===== src/rtl/game_of_life_scheduler.sv =====
// Host-side sequencer for the bit-serial Game of Life interface.
// Accepts a parallel board plus generation count in one handshake, shifts the
// board in, runs the engine, shifts the result back out and reports whether it
// came back unchanged (stable) or empty (extinct).
//
// state  | meaning
// -------+-----------------------------------------------------------------
// IDLE   | waiting for start; interface held in read mode, run low
// LOAD   | N cycles shifting the board into the interface, cell 0 first
// RUN    | run high for gen_count+1 cycles (1 engine load + 1 per generation)
// READ   | N+1 cycles in read mode; captures on the last N of them
// DONE   | one-cycle done pulse; results already registered
module game_of_life_scheduler #(
    parameter int ROW   = 6,
    parameter int COL   = 6,
    parameter int GEN_W = 8
) (
    input  logic                 clk,
    input  logic                 rst,
    input  logic                 start,
    input  logic [GEN_W-1:0]     gen_count,
    input  logic [ROW*COL-1:0]   board_in,
    output logic                 busy,
    output logic                 done,
    output logic [ROW*COL-1:0]   board_out,
    output logic                 stable,
    output logic                 extinct,
    output logic                 gol_run,
    output logic                 gol_write_read_not,
    output logic                 gol_serial_in,
    input  logic                 gol_serial_out
);

    localparam int N  = ROW * COL;
    localparam int BW = $clog2(N + 1);
    localparam int GW = GEN_W + 1;

    // Bit counter reload values: LOAD counts N-1..0, READ counts N..0.
    localparam logic [BW-1:0] BIT_LOAD_INIT = BW'(N - 1);
    localparam logic [BW-1:0] BIT_READ_INIT = BW'(N);

    typedef enum logic [2:0] {
        S_IDLE = 3'd0,
        S_LOAD = 3'd1,
        S_RUN  = 3'd2,
        S_READ = 3'd3,
        S_DONE = 3'd4
    } state_t;

    state_t          state_q, state_d;

    logic [N-1:0]    shift_q, shift_d;
    logic [N-1:0]    ref_q, ref_d;
    logic [N-1:0]    capture_q, capture_d;
    logic [BW-1:0]   bit_cnt_q, bit_cnt_d;
    logic [GW-1:0]   gen_cnt_q, gen_cnt_d;

    logic            busy_d;
    logic            done_d;
    logic [N-1:0]    board_out_d;
    logic            stable_d;
    logic            extinct_d;
    logic            run_d;
    logic            wrn_d;
    logic            serial_in_d;

    // Capture register with the incoming bit shifted into the MSB; the last
    // capture feeds board_out directly so results are valid on the done cycle.
    logic [N-1:0]    cap_shift;
    assign cap_shift = {gol_serial_out, capture_q[N-1:1]};

    // State register.
    always_ff @(posedge clk or posedge rst) begin
        if (rst) begin
            state_q <= S_IDLE;
        end else begin
            state_q <= state_d;
        end
    end

    // Next-state and next-value logic for every registered output and counter.
    always_comb begin
        state_d     = state_q;
        shift_d     = shift_q;
        ref_d       = ref_q;
        capture_d   = capture_q;
        bit_cnt_d   = bit_cnt_q;
        gen_cnt_d   = gen_cnt_q;
        busy_d      = busy;
        done_d      = 1'b0;
        board_out_d = board_out;
        stable_d    = stable;
        extinct_d   = extinct;
        run_d       = gol_run;
        wrn_d       = gol_write_read_not;
        serial_in_d = gol_serial_in;

        case (state_q)
            S_IDLE: begin
                run_d = 1'b0;
                wrn_d = 1'b0;
                if (start) begin
                    state_d     = S_LOAD;
                    shift_d     = board_in >> 1;
                    ref_d       = board_in;
                    gen_cnt_d   = {1'b0, gen_count};
                    bit_cnt_d   = BIT_LOAD_INIT;
                    serial_in_d = board_in[0];
                    wrn_d       = 1'b1;
                    busy_d      = 1'b1;
                end
            end

            S_LOAD: begin
                if (bit_cnt_q == '0) begin
                    state_d     = S_RUN;
                    run_d       = 1'b1;
                    wrn_d       = 1'b0;
                    serial_in_d = 1'b0;
                end else begin
                    serial_in_d = shift_q[0];
                    shift_d     = shift_q >> 1;
                    bit_cnt_d   = bit_cnt_q - 1'b1;
                end
            end

            S_RUN: begin
                if (gen_cnt_q == '0) begin
                    state_d   = S_READ;
                    run_d     = 1'b0;
                    bit_cnt_d = BIT_READ_INIT;
                end else begin
                    gen_cnt_d = gen_cnt_q - 1'b1;
                end
            end

            S_READ: begin
                // First READ cycle only launches the interface's read pipeline.
                if (bit_cnt_q != BIT_READ_INIT) begin
                    capture_d = cap_shift;
                end
                if (bit_cnt_q == '0) begin
                    state_d     = S_DONE;
                    done_d      = 1'b1;
                    busy_d      = 1'b0;
                    board_out_d = cap_shift;
                    stable_d    = (cap_shift == ref_q);
                    extinct_d   = (cap_shift == '0);
                end else begin
                    bit_cnt_d = bit_cnt_q - 1'b1;
                end
            end

            S_DONE: begin
                state_d = S_IDLE;
            end

            default: begin
                state_d = S_IDLE;
            end
        endcase
    end

    // Datapath, counters and registered outputs.
    always_ff @(posedge clk or posedge rst) begin
        if (rst) begin
            shift_q            <= '0;
            ref_q              <= '0;
            capture_q          <= '0;
            bit_cnt_q          <= '0;
            gen_cnt_q          <= '0;
            busy               <= 1'b0;
            done               <= 1'b0;
            board_out          <= '0;
            stable             <= 1'b0;
            extinct            <= 1'b0;
            gol_run            <= 1'b0;
            gol_write_read_not <= 1'b0;
            gol_serial_in      <= 1'b0;
        end else begin
            shift_q            <= shift_d;
            ref_q              <= ref_d;
            capture_q          <= capture_d;
            bit_cnt_q          <= bit_cnt_d;
            gen_cnt_q          <= gen_cnt_d;
            busy               <= busy_d;
            done               <= done_d;
            board_out          <= board_out_d;
            stable             <= stable_d;
            extinct            <= extinct_d;
            gol_run            <= run_d;
            gol_write_read_not <= wrn_d;
            gol_serial_in      <= serial_in_d;
        end
    end

endmodule


===== config.mk =====
export PLATFORM = sky130hd
export DESIGN_NAME = game_of_life_scheduler
export DESIGN_NICKNAME = d
export VERILOG_FILES = /design/src/rtl/game_of_life_scheduler.sv
export SDC_FILE = /design/constraint.sdc
export NUM_CORES = 1
export LEC_CHECK = 0
export CORE_ASPECT_RATIO = 0.8
export CORE_MARGIN = 10
export CORE_UTILIZATION = 50
export CTS_CLUSTER_SIZE = 40
export DETAILED_ROUTE_END_ITERATION = 10
export HOLD_SLACK_MARGIN = 0.15
export PLACE_DENSITY = 0.82
export SLEW_MARGIN = 20
export SYNTH_ARGS = -nofsm -noshare
export SYNTH_HDL_FRONTEND = slang
export SYNTH_SLANG_ARGS = --single-unit

===== constraint.sdc =====
create_clock -name clk -period 6.9 [get_ports clk]
set_input_delay 2.07 -clock clk [delete_from_list [all_inputs] [get_ports clk]]
set_output_delay 2.07 -clock clk [all_outputs]
set_load 0.01 [all_outputs]

==> key figures <==
Run status
  – Status: complete, no violations

Global routing
  – Tot GR Track Use: 17.0%
  – Global-route wire length before repair: around 27 mm
  – Remaining Overflow, GRT: 0
  – Number of antenna violations at the first check in global routing: 0
  – Pin count of the biggest net entering global routing: 73
  – Number of global-route vias before repair: 5011

Clocking
  – Clock Path Buffers: 2
  – Post-CTS setup buffers: 0
  – Hold-fix buffers at CTS: 0
  – Clk Latency, worst-skew pair: roughly 430 ps
  – CTS tree: built
  – Clock sink count: 167
  – Worst-path clk slew: 70 ps
  – Post-cts resize count: 0
  – CTS Buf Count: 17
  – Root Driver: clkbuf_16
  – H-tree depth: 4

Yosys
  – Yosys cell types: 49
  – Netlist Area Pre-Place: 7540 sq um
  – #FFs+latches synth: 167
  – Cells after synthesis: 548
  – Sequential area share after synthesis: a little under three fifths
  – Net Count, Synth: roughly 600
  – Synth warnings: 0
  – Mapped Avg Cell Area: 13.8 sq um
  – Post-synth top area share: 55.4%
  – Largest cells by area after synthesis: dfrtp_1 (55%), mux2_2 (26%), xor2_1 (2.8%), nor4_1 (1.8%), xnor2_1 (1.5%)
  – Area leader, netlist: dfrtp_1

Power
  – Pwr dens: 423 nW/um^2
  – Static Leak: 0.00409 uW
  – Max IR drop VDD: 0.230 mV
  – Overall power: just under 4000 uW

Timing
  – Clock Skews: 11.5 ps
  – Slew HR: a little under a third
  – Final-report max-slew violation count: 0
  – Setup ws final: 3280 ps
  – Tightest Pin Transition: 1020 ps
  – Hold Slack: 488 ps
  – Setup-failing EPs final: 0
  – RSZ-0062 raised after global routing: false
  – Final critical-path required period: 3620 ps
  – Final hold violations: 0
  – Setup TNS: 0 ps
  – Max frequency: between 0.2 and 0.3 GHz
  – Period utilization: 52.5%

Route
  – Final ANT Viol Nets: 0
  – WL/cell: 20.0 microns
  – DRT Pass-1 Iters: 4
  – First DRT Iteration DRCs: around 360
  – Via/cell ratio: 5.67
  – Residual DRC: 0
  – Vias: 4770
  – Routed wire length: 16.8 mm

Critical path
  – Critical path peak fanout: 48
  – Crit path largest cell delay: between 500 and 600 ps
  – Critical path class: input pin to flip-flop
  – Crit-path slowest cell: buf_4
  – Worst Path Required: about 7300 ps
  – Crit end category: flip-flop
  – CP startpoint kind: input pin
  – FF-to-FF Start: state_q[2]$_DFFE_PP0P_
  – Critical-path cell list: clkdlybuf4s50_1, nor4b_4, buf_4, inv_1, a211oi_1, a21o_1
  – Critical path arrival: 3990 ps
  – Reg2Reg Depth: 5
  – RR Endpoint: shift_q[19]$_DFFE_PP0P_
  – Reg2reg setup slack: 4210 ps

Finish
  – P&R area growth vs syn: 22.2%
  – NumNets Final: a little under 700
  – Fillers: 1087
  – Number of antenna diodes: 0
  – Layout cells sized above 1: 34.0%
  – Layout Cells excl Fill: 842

Floorplan
  – Core area: 14900 sq um
  – Initial Utilization: about half
  – Die extent in x: 157 microns
  – Die H: 130 microns
  – Row Count: 40
  – Die area: 20400 sq um
  – IO Count: 91

Min path
  – Hold worst-path end: gol_write_read_not$_DFFE_PP0P_
  – Hold Path Depth: 1
  – Hold Crit Start: gol_write_read_not$_DFFE_PP0P_
  – Worst min path class: flip-flop to flip-flop

Place
  – Setup WS pre-CTS: around 2800 ps
  – GPL Wtd Cong: 0.870
  – DP Cell Count: 809
  – I/O Buffers: 90
  – HPWL after DPL: 12.3 mm

Run
  – Max Cap Violations: 0
power by group:
part           total [uW]  internal (uW)  switching (uW)  leakage [uW]
logic                1370            806             562       0.00169
clock network         911            535             376      0.000279
registers            1620           1320             306       0.00212
through the flow:
stage / utilization, % / cell area (sq um)
floorplan: - / 7540
finish: 61.8 / 9220
detailed placement: 57.7 / 8610
global route: 61.8 / 9220
global placement: 57.7 / 8610
CTS: 61.6 / 9190
kinds of logic after synthesis:
logic type	synth area share, %
AND/OR/NAND/NOR	6.73
XOR/XNOR	4.30
AO/OA/AOI/OAI	4.56
adder cells (fa/ha/maj)	0.498
flip-flops	55.4
buffers and inverters	2.11
multiplexers	26.4
flip-flops by register name, indices dropped and copies added (netlist names), 3 cells and up:
register	count
ref_q	36
state_q	3
shift_q	35
gen_cnt_q	9
bit_cnt_q	6
capture_q	35
board_out	36
critical path, delay by kind of cell:
family                 cells  cell delay [ps]
buffers and inverters      3             1240
and+or+nand+nor            1              300
AOI/OAI and AO/OA          2              360
metal layers:
layer | wire, microns | vias to the layer above | track usage [%]
met1 | 7830 | 2430 | 23.7
met2 | 7720 | 122 | 25.0
met4 | 261 | 0 | 6.09
met5 | 0 | - | 0
li1 | - | 2197 | -
met3 | 1010 | 21 | 4.41
layout make-up:
| class | count | area, sq um | area share (%) |
|---|---|---|---|
| flip-flops and latches | 167 | 4180 | 45.3 |
| multi-input cells | 349 | 3220 | 34.9 |
| repair buffers | 96 | 966 | 10.5 |
| clock buffers | 22 | 484 | 5.25 |
| well taps | 189 | 236 | 2.57 |
| clock inverters | 10 | 93.8 | 1.02 |
| inverters | 9 | 38.8 | 0.421 |
cells in the mapped netlist, drive strengths merged:
| library cell | count |
|---|---|
| nor2 | 12 |
| o21a | 3 |
| a22o | 1 |
| or4b | 1 |
| a41oi | 1 |
| a22oi | 1 |
| mux2 | 176 |
| nand3 | 5 |
| nor2b | 1 |
| o211ai | 1 |
| mux2i | 1 |
| and3 | 3 |
| inv | 9 |
| o2bb2ai | 6 |
| o31ai | 2 |
| o311a | 1 |
| nor3b | 3 |
| a31oi | 2 |
| a21oi | 8 |
| a21o | 3 |
| a211o | 1 |
| nand4 | 6 |
| a311oi | 1 |
| nand3b | 2 |
| dfrtp | 167 |
| o22ai | 7 |
| o21ai | 9 |
| nor4 | 22 |
| xor2 | 24 |
| clkbuf | 4 |
| and2b | 1 |
| xnor2 | 13 |
| nor4b | 1 |
| buf | 19 |
| nand2b | 3 |
| or3b | 1 |
| nand2 | 14 |
| or3 | 1 |
| ha | 3 |
| or4 | 4 |
| a211oi | 1 |
| nor3 | 4 |
worst max-delay path by stage:
stage	slack, ps	endpoint	start
after floorplan	310	bit_cnt_q[0]$_DFFE_PP0P_	rst
after global placement	2860	shift_q[15]$_DFFE_PP0P_	start
after detailed placement	2790	shift_q[6]$_DFFE_PP0P_	start
after CTS	3230	shift_q[6]$_DFFE_PP0P_	start
after global routing	3180	gen_cnt_q[0]$_DFFE_PP0P_	start
final	3280	gen_cnt_q[0]$_DFFE_PP0P_	start
cell usage in the layout, fill, tap and decap left out, types with 6 or more instances in the layout:
cell type / instances
o22ai_1: 7
xnor2_1: 13
clkbuf_16: 17
mux2_2: 175
o21ai_0: 9
clkdlybuf4s50_1: 90
nand2_1: 14
nor4_1: 22
nor2_1: 10
o2bb2ai_1: 6
a21oi_1: 7
dfrtp_1: 167
xor2_1: 24
inv_1: 8
Note: power is estimated with default switching activity, not from simulation.
